`config.mk`:
```
export PLATFORM = sky130hd
export DESIGN_NAME = label_writer
export DESIGN_NICKNAME = d
export VERILOG_FILES = /design/src/rtl/label_writer.sv
export SDC_FILE = /design/constraint.sdc
export NUM_CORES = 1
export LEC_CHECK = 0
export BUFFER_PORTS_ARGS = -buffer_cell sky130_fd_sc_hd__buf_2
export CORE_MARGIN = 5
export CORE_UTILIZATION = 55
export DETAILED_ROUTE_END_ITERATION = 8
export PLACE_DENSITY = 0.83
export SKIP_LAST_GASP = 1
export SYNTH_ARGS = -nofsm -noshare
export SYNTH_HDL_FRONTEND = slang
export SYNTH_SLANG_ARGS = --single-unit
export TNS_END_PERCENT = 30
```
`constraint.sdc`:
```
create_clock -name i_clk -period 3.3 [get_ports i_clk]
set_input_delay 0.99 -clock i_clk [delete_from_list [all_inputs] [get_ports i_clk]]
set_output_delay 0.99 -clock i_clk [all_outputs]
set_load 0.01 [all_outputs]
```
`src/rtl/label_writer.sv`:
```
// Character-cell label writer: decodes FIFO bytes into label RAM writes and a cursor, plus a full-screen clear.
// Writes appear one cycle after the byte is popped; bytes are popped only in IDLE, so WRITE/CLEAR stall the FIFO.
module label_writer #(
  parameter int ADDR_W = 8,
  parameter int COLS   = 32
) (
  input  logic              i_clk,
  input  logic              i_rst,
  input  logic              i_empty_n,
  input  logic [7:0]        i_data,
  input  logic              i_clr,
  output logic              o_rd,
  output logic              o_wr_en,
  output logic [ADDR_W-1:0] o_wr_addr,
  output logic [7:0]        o_wr_data,
  output logic [ADDR_W-1:0] o_cursor,
  output logic              o_busy
);

  typedef enum logic [1:0] {
    IDLE  = 2'd0,
    WRITE = 2'd1,
    CLEAR = 2'd2
  } state_t;

  localparam logic [ADDR_W-1:0] COL_MASK  = ADDR_W'(COLS - 1);
  localparam logic [ADDR_W-1:0] ROW_STEP  = ADDR_W'(COLS);
  localparam logic [ADDR_W-1:0] ONE       = ADDR_W'(1);
  localparam logic [ADDR_W-1:0] LAST_CELL = '1;
  localparam logic [7:0]        SPACE     = 8'h20;

  state_t            state, state_nxt;
  logic [ADDR_W-1:0] cursor, cursor_nxt;
  logic              wr_en_nxt;
  logic [ADDR_W-1:0] wr_addr_nxt;
  logic [7:0]        wr_data_nxt;

  // Pop only when idle with no pending clear; reset gates it so no byte is lost.
  always_comb o_rd = !i_rst && (state == IDLE) && !i_clr && i_empty_n;

  always_comb begin
    state_nxt   = state;
    cursor_nxt  = cursor;
    wr_en_nxt   = 1'b0;
    wr_addr_nxt = o_wr_addr;
    wr_data_nxt = o_wr_data;
    unique case (state)
      IDLE: begin
        if (i_clr) begin
          state_nxt   = CLEAR;
          wr_en_nxt   = 1'b1;
          wr_addr_nxt = '0;
          wr_data_nxt = SPACE;
        end else if (o_rd) begin
          if (i_data >= 8'h20 && i_data <= 8'h7E) begin
            state_nxt   = WRITE;
            wr_en_nxt   = 1'b1;
            wr_addr_nxt = cursor;
            wr_data_nxt = i_data;
            cursor_nxt  = cursor + ONE;
          end else begin
            case (i_data)
              8'h0A: cursor_nxt = (cursor & ~COL_MASK) + ROW_STEP;
              8'h0D: cursor_nxt = cursor & ~COL_MASK;
              8'h08: begin
                if (cursor != '0) begin
                  state_nxt   = WRITE;
                  wr_en_nxt   = 1'b1;
                  wr_addr_nxt = cursor - ONE;
                  wr_data_nxt = SPACE;
                  cursor_nxt  = cursor - ONE;
                end
              end
              8'h0C: begin
                state_nxt   = CLEAR;
                wr_en_nxt   = 1'b1;
                wr_addr_nxt = '0;
                wr_data_nxt = SPACE;
              end
              default: ;
            endcase
          end
        end
      end
      WRITE: state_nxt = IDLE;
      CLEAR: begin
        // The address register doubles as the clear sweep counter.
        if (o_wr_addr == LAST_CELL) begin
          state_nxt  = IDLE;
          cursor_nxt = '0;
        end else begin
          wr_en_nxt   = 1'b1;
          wr_addr_nxt = o_wr_addr + ONE;
        end
      end
      default: state_nxt = IDLE;
    endcase
  end

  always_ff @(posedge i_clk) begin
    if (i_rst) begin
      state     <= IDLE;
      cursor    <= '0;
      o_wr_en   <= 1'b0;
      o_wr_addr <= '0;
      o_wr_data <= '0;
    end else begin
      state     <= state_nxt;
      cursor    <= cursor_nxt;
      o_wr_en   <= wr_en_nxt;
      o_wr_addr <= wr_addr_nxt;
      o_wr_data <= wr_data_nxt;
    end
  end

  assign o_cursor = cursor;
  assign o_busy   = (state != IDLE);

endmodule
```
Yosys cells after proc, flatten, opt, wreduce, memory -nomap -nowiden
Index checks and enable logic that the tools add are counted.

Add/sub/neg operators: 4. Magnitude comparators: 2. Equal/unequal tests: 18. Mux-type cells: 32. Reduce and logical (&&, ||, !) cells: 17.

Operators by type and width (count): 8-bit 2-to-1 mux (13); 8-bit one-hot mux with 2 select lines (4); 8-bit by 4-bit == test with 1-bit output (second input constant) (4); 8-bit one-hot mux with 3 select lines (1); 8-bit by 1-bit adder with 8-bit output (second input constant) (2); 2-bit 2-to-1 mux (5); 8-bit by 6-bit adder with 8-bit output (second input constant) (1); 8-bit == test (second input constant) (1); 8-bit by 6-bit >= comparator with 1-bit output (second input constant) (1); 8-bit by 7-bit <= comparator with 1-bit output (second input constant) (1); 2-bit != test (second input constant) (4); 4-bit != test (second input constant) (2); 2-bit one-hot mux with 2 select lines (2); 4-bit AND reduction (2); 8-bit nonzero test (1); 8-bit by 1-bit subtractor with 8-bit output (second input constant) (1); 7-bit AND reduction (1); 3-bit != test (second input constant) (2); 6-bit AND reduction (1); 2-bit nonzero test (3); 1-bit 2-to-1 mux (5); 5-bit by 1-bit != test with 1-bit output (second input constant) (1); 5-bit by 2-bit != test with 1-bit output (second input constant) (1); 5-bit != test (second input constant) (1); other kinds (8) (13).

Bits in registers: 27. Input port bits: 12. Output and inout port bits: 27. Logic and storage cells: 79.

Logic depth before layout (Yosys ltp)
Depth after elaboration: 7. Gate-level depth with buffers: 10. Depth with buffers taken out: 8.

Worst setup path before layout
No wires, ideal clock.

Path type: input to register. From: input port i_data[0]. To: register cursor[5], in the netlist o_cursor[5]. Setup time: 0.103 ns. Data arrival time: 2.719 ns. Setup slack: 0.477 ns. Cell stages on the path: 7. Path buffers: 2. Cells stage by stage: buf_2 or4_4 or3_1 clkbuf_1 o221ai_1 a31oi_1 a2111oi_2.

Word-level cells in the longest chain between the ends: 6.

Ends and longest elaborated chain: start, declared (line 10) `input logic [7:0] i_data,`; 8-bit by 6-bit >= comparator with 1-bit output (tied with other cells) (line 55) `if (i_data >= 8'h20 && i_data <= 8'h7E) begin`; 1-bit logical AND / 8-bit one-hot mux with 3 select lines (equally long branches) (line 55, 62); 8-bit 2-to-1 mux (line 55); 8-bit 2-to-1 mux (line 54) `end else if (o_rd) begin`; 8-bit 2-to-1 mux (line 49) `if (i_clr) begin`; 8-bit one-hot mux with 2 select lines (line 47) `unique case (state)`; end signal, assigned (line 109) `cursor <= cursor_nxt;`; end, declared (line 33) `logic [ADDR_W-1:0] cursor, cursor_nxt;`.

Parallel ways exist; a longest one is shown, timed or not. The select of a mux whose other input is x is not followed. A chain may end at the register's enable or synchronous reset.

Final worst setup path
From: register cursor[0], in the netlist o_cursor[0]. To: register o_wr_addr[2].

Word-level cells in the longest chain between the ends: 7.

Ends and longest elaborated chain: 8-bit by 1-bit subtractor with 8-bit output (line 69) `wr_addr_nxt = cursor - ONE;`; 8-bit 2-to-1 mux (line 66) `if (cursor != '0) begin`; 8-bit one-hot mux with 2 select lines (line 62) `case (i_data)`; 8-bit 2-to-1 mux (line 55); 8-bit 2-to-1 mux (line 54); 8-bit 2-to-1 mux (line 49); 8-bit one-hot mux with 2 select lines (line 47); end signal, assigned (line 111) `o_wr_addr <= wr_addr_nxt;`; end, declared (line 14) `output logic [ADDR_W-1:0] o_wr_addr,`.

Parallel ways exist; a longest one is shown, timed or not. The select of a mux whose other input is x is not followed.

==> flow_metrics.py <==
metrics = {
    "sta": {
        "final.min_clock_period_ns": 2.796,
        "fin_setup_tns_ns": 0,
        "tightest_slew_ns": 0.9937,
        "max_freq_ghz": 0.3576,
        "rsz0062_at_grt": "no",
        "fin_crit_sh_pct": 84.74,
        "hold_viol": 0,
        "clock_skew_ns": 0.003952,
        "fin_hold_ws_ns": 0.4706,
        "maxSlewHeadroom_pct": 33.62,
        "setup_viol": 0,
        "slew_viol_final": 0,
    },
    "synthesis": {
        "seq_area_frac_synth_pct": 26.88,
        "synth_cell_types": 53,
        "synth_nets": 279,
        "ys_ff_latch": 27,
        "netlist_area_um2": 2011,
        "synthMuxAreaShare_pct": 1.493,
        "yosys.area_share.simple_pct": 27.19,
        "synth_compound_area_share_pct": 28.19,
        "synth_area_per_cell_um2": 7.733,
        "synth_edf_count": 0,
        "synth_adder_area_share_pct": 4.356,
        "ys_warn_count": 0,
        "synthFlopType": "dfxtp_1",
        "synth_top_family_by_area": "compound AO/OA/AOI/OAI gates",
        "netlist_instances": 260,
        "synth-async-reset-ratio_pct": 0,
        "synth_xor_area_share_pct": 4.356,
    },
    "floorplanning": {
        "std_cell_rows": 22,
        "core_area_um2": 3606,
        "fp.dieH_um": 70.47,
        "pin_count": 39,
        "start_util_pct": 55.76,
        "die-area_um2": 4965,
        "die_w_um": 70.47,
    },
    "setup_path": {
        "r2r-end": "o_wr_addr[2]",
        "startpoint_type": "flop",
        "r2r-start": "o_cursor[0]",
        "cp.required_ns": 3.46,
        "rr_worst_depth": 8,
        "cp_max_fo": 10,
        "end_kind": "flop",
        "crit_arrival_ns": 2.95,
        "rrSetupSlack_ns": 0.50,
        "critPathKind": "flop to flop",
    },
    "drt": {
        "routed_wl_um": 5402,
        "ant_nets": 0,
        "drc": 0,
        "drt_iter0_markers": 201,
        "drtPass1Iterations": 4,
        "wl_per_cell_um": 15.98,
        "vias_per_cell": 6.160,
        "dr_total_vias": 2082,
    },
    "global_routing": {
        "grtUsageTotal_pct": 21.90,
        "antenna_found_initial": 0,
        "grt_pass1_vias": 1940,
        "grt_max_degree": 17,
        "grt_pass1_wl_um": 9108,
        "overflow": 0,
    },
    "min_path": {
        "holdPathStages": 2,
        "min_from": "o_wr_data[6]",
        "hold_path.class": "flop to flop",
        "holdPathEnd": "o_wr_data[6]",
    },
    "clock_tree": {
        "ctsResizeCount": 0,
        "cts_buffer_depth": 2,
        "cts_tree": "done",
        "ctsHtreeMaxLevel": 1,
        "hold_buffers": 0,
        "clkTransAtPathRegs_ns": 0.10,
        "clkLatencyLatePin_ns": 0.28,
        "post_cts_buffers": 0,
        "cts_sinks": 27,
        "cts_root_buf": "clkbuf_8",
        "numCtsBuffers": 3,
    },
    "flow_run": {
        "drv_cap": 0,
    },
    "finish": {
        "final_nets": 310,
        "drive_gt1_share_pct": 20.69,
        "final_cell_mix": "buf_2 (38), dfxtp_1 (27), nor2_1 (23), nand2_1 (23), a21oi_1 (23)",
        "fin_cells": 338,
        "antenna_cells": 0,
        "final_common_cell": "buf_2",
        "syn_to_final_growth_pct": 11.82,
    },
    "place": {
        "place_congestion": 0.8827,
        "io_buffers": 38,
        "placed_cells": 334,
        "post-dp-hpwl_um": 3998,
    },
    "pwr": {
        "powerDensity_nw_per_um2": 322.3,
        "total_leakage_power_uw": 0.0009146,
        "ir_drop_uv": 238.9,
    },
    "status": {
        "status": "finished clean",
    },
}
cells by family after synthesis:
| family | Yosys count |
|---|---|
| adder cells (fa/ha/maj) | 7 |
| flip-flops | 27 |
| AND/OR/NAND/NOR | 105 |
| multiplexers | 3 |
| AO/OA/AOI/OAI | 77 |
| buffers and inverters | 31 |
| XOR/XNOR | 10 |
where the power goes:
part / switching [µW] / internal, µW / total, µW / leakage [µW]
combinational: 104 / 64.6 / 169 / 0.000673
sequential: 14.8 / 340 / 355 / 0.000220
clock: 115 / 85.9 / 201 / 0.0000217
per-layer routing:
layer  vias up  track usage, %  share of wire (%)
li1       1027               -                  -
met5         -               0                  0
met1       947           28.57                 43
met4         0           4.043               0.98
met2        99           37.73                 47
met3         9           3.885                8.3
sequential cells by signal (all words and copies together), names as in the netlist:
| name | cells |
|---|---|
| o_cursor | 8 |
| o_wr_addr | 8 |
| o_wr_data | 8 |
| o_wr_en | 1 |
| state | 2 |
worst max-delay path by stage:
stage | startpoint | to | depth (start not counted) | slack, ns
floorplan | i_data[0] | o_cursor[5] | 7 | 0.48
global placement | i_data[4] | o_cursor[7] | 7 | 0.36
detailed placement | i_data[4] | o_cursor[7] | 7 | 0.25
CTS | i_data[4] | o_cursor[7] | 7 | 0.54
global route | i_data[4] | o_cursor[7] | 7 | 0.21
finish | o_cursor[0] | o_wr_addr[2] | 8 | 0.50
through the flow:
stage	util [%]	worst slack (ns)	instance area, µm²	total power (µW)
after global routing	62.35	0.2084	2248	767.0
after global placement	61.00	0.3575	2200	525.4
after floorplan	-	0.4774	2011	478.6
final	62.35	0.5037	2248	724.6
after detailed placement	61.00	0.2505	2200	528.8
after CTS	62.35	0.5365	2248	729.7
synth_stat cells, types with 4 or more instances:
| master | number | share of area, % |
|---|---|---|
| o21ai_0 | 12 | 3.0 |
| nor3_1 | 10 | 2.5 |
| nand3_1 | 7 | 1.7 |
| nand4_1 | 6 | 1.9 |
| and3_1 | 4 | 1.2 |
| o32ai_1 | 4 | 1.7 |
| ha_1 | 7 | 4.4 |
| inv_1 | 14 | 2.6 |
| nor2b_1 | 4 | 1.2 |
| nor4_1 | 5 | 1.6 |
| xnor2_1 | 8 | 3.5 |
| a221oi_1 | 4 | 1.7 |
| clkbuf_1 | 10 | 1.9 |
| a21oi_1 | 23 | 5.7 |
| nand2_1 | 23 | 4.3 |
| dfxtp_1 | 27 | 27 |
| or3_1 | 8 | 2.5 |
| nor2_1 | 23 | 4.3 |
critical path, cell delays in order (launching register included):
cell	delay (ns)
dfxtp_1	0.41
inv_1	0.17
ha_1	0.16
or4b_4	0.47
or3_1	0.40
a21o_1	0.22
o211ai_4	0.31
nand2b_1	0.40
o32ai_2	0.14
final cells by class:
type	instances	area, µm²
Fill cell	340	1358
Multi-Input combinational cell	202	1319
Sequential cell	27	540.5
Timing Repair Buffer	43	227.7
Tap cell	48	60.06
Inverter	14	52.55
Clock buffer	3	41.29
Clock inverter	1	7.507
No activity file was read; power rests on OpenSTA's default activity.
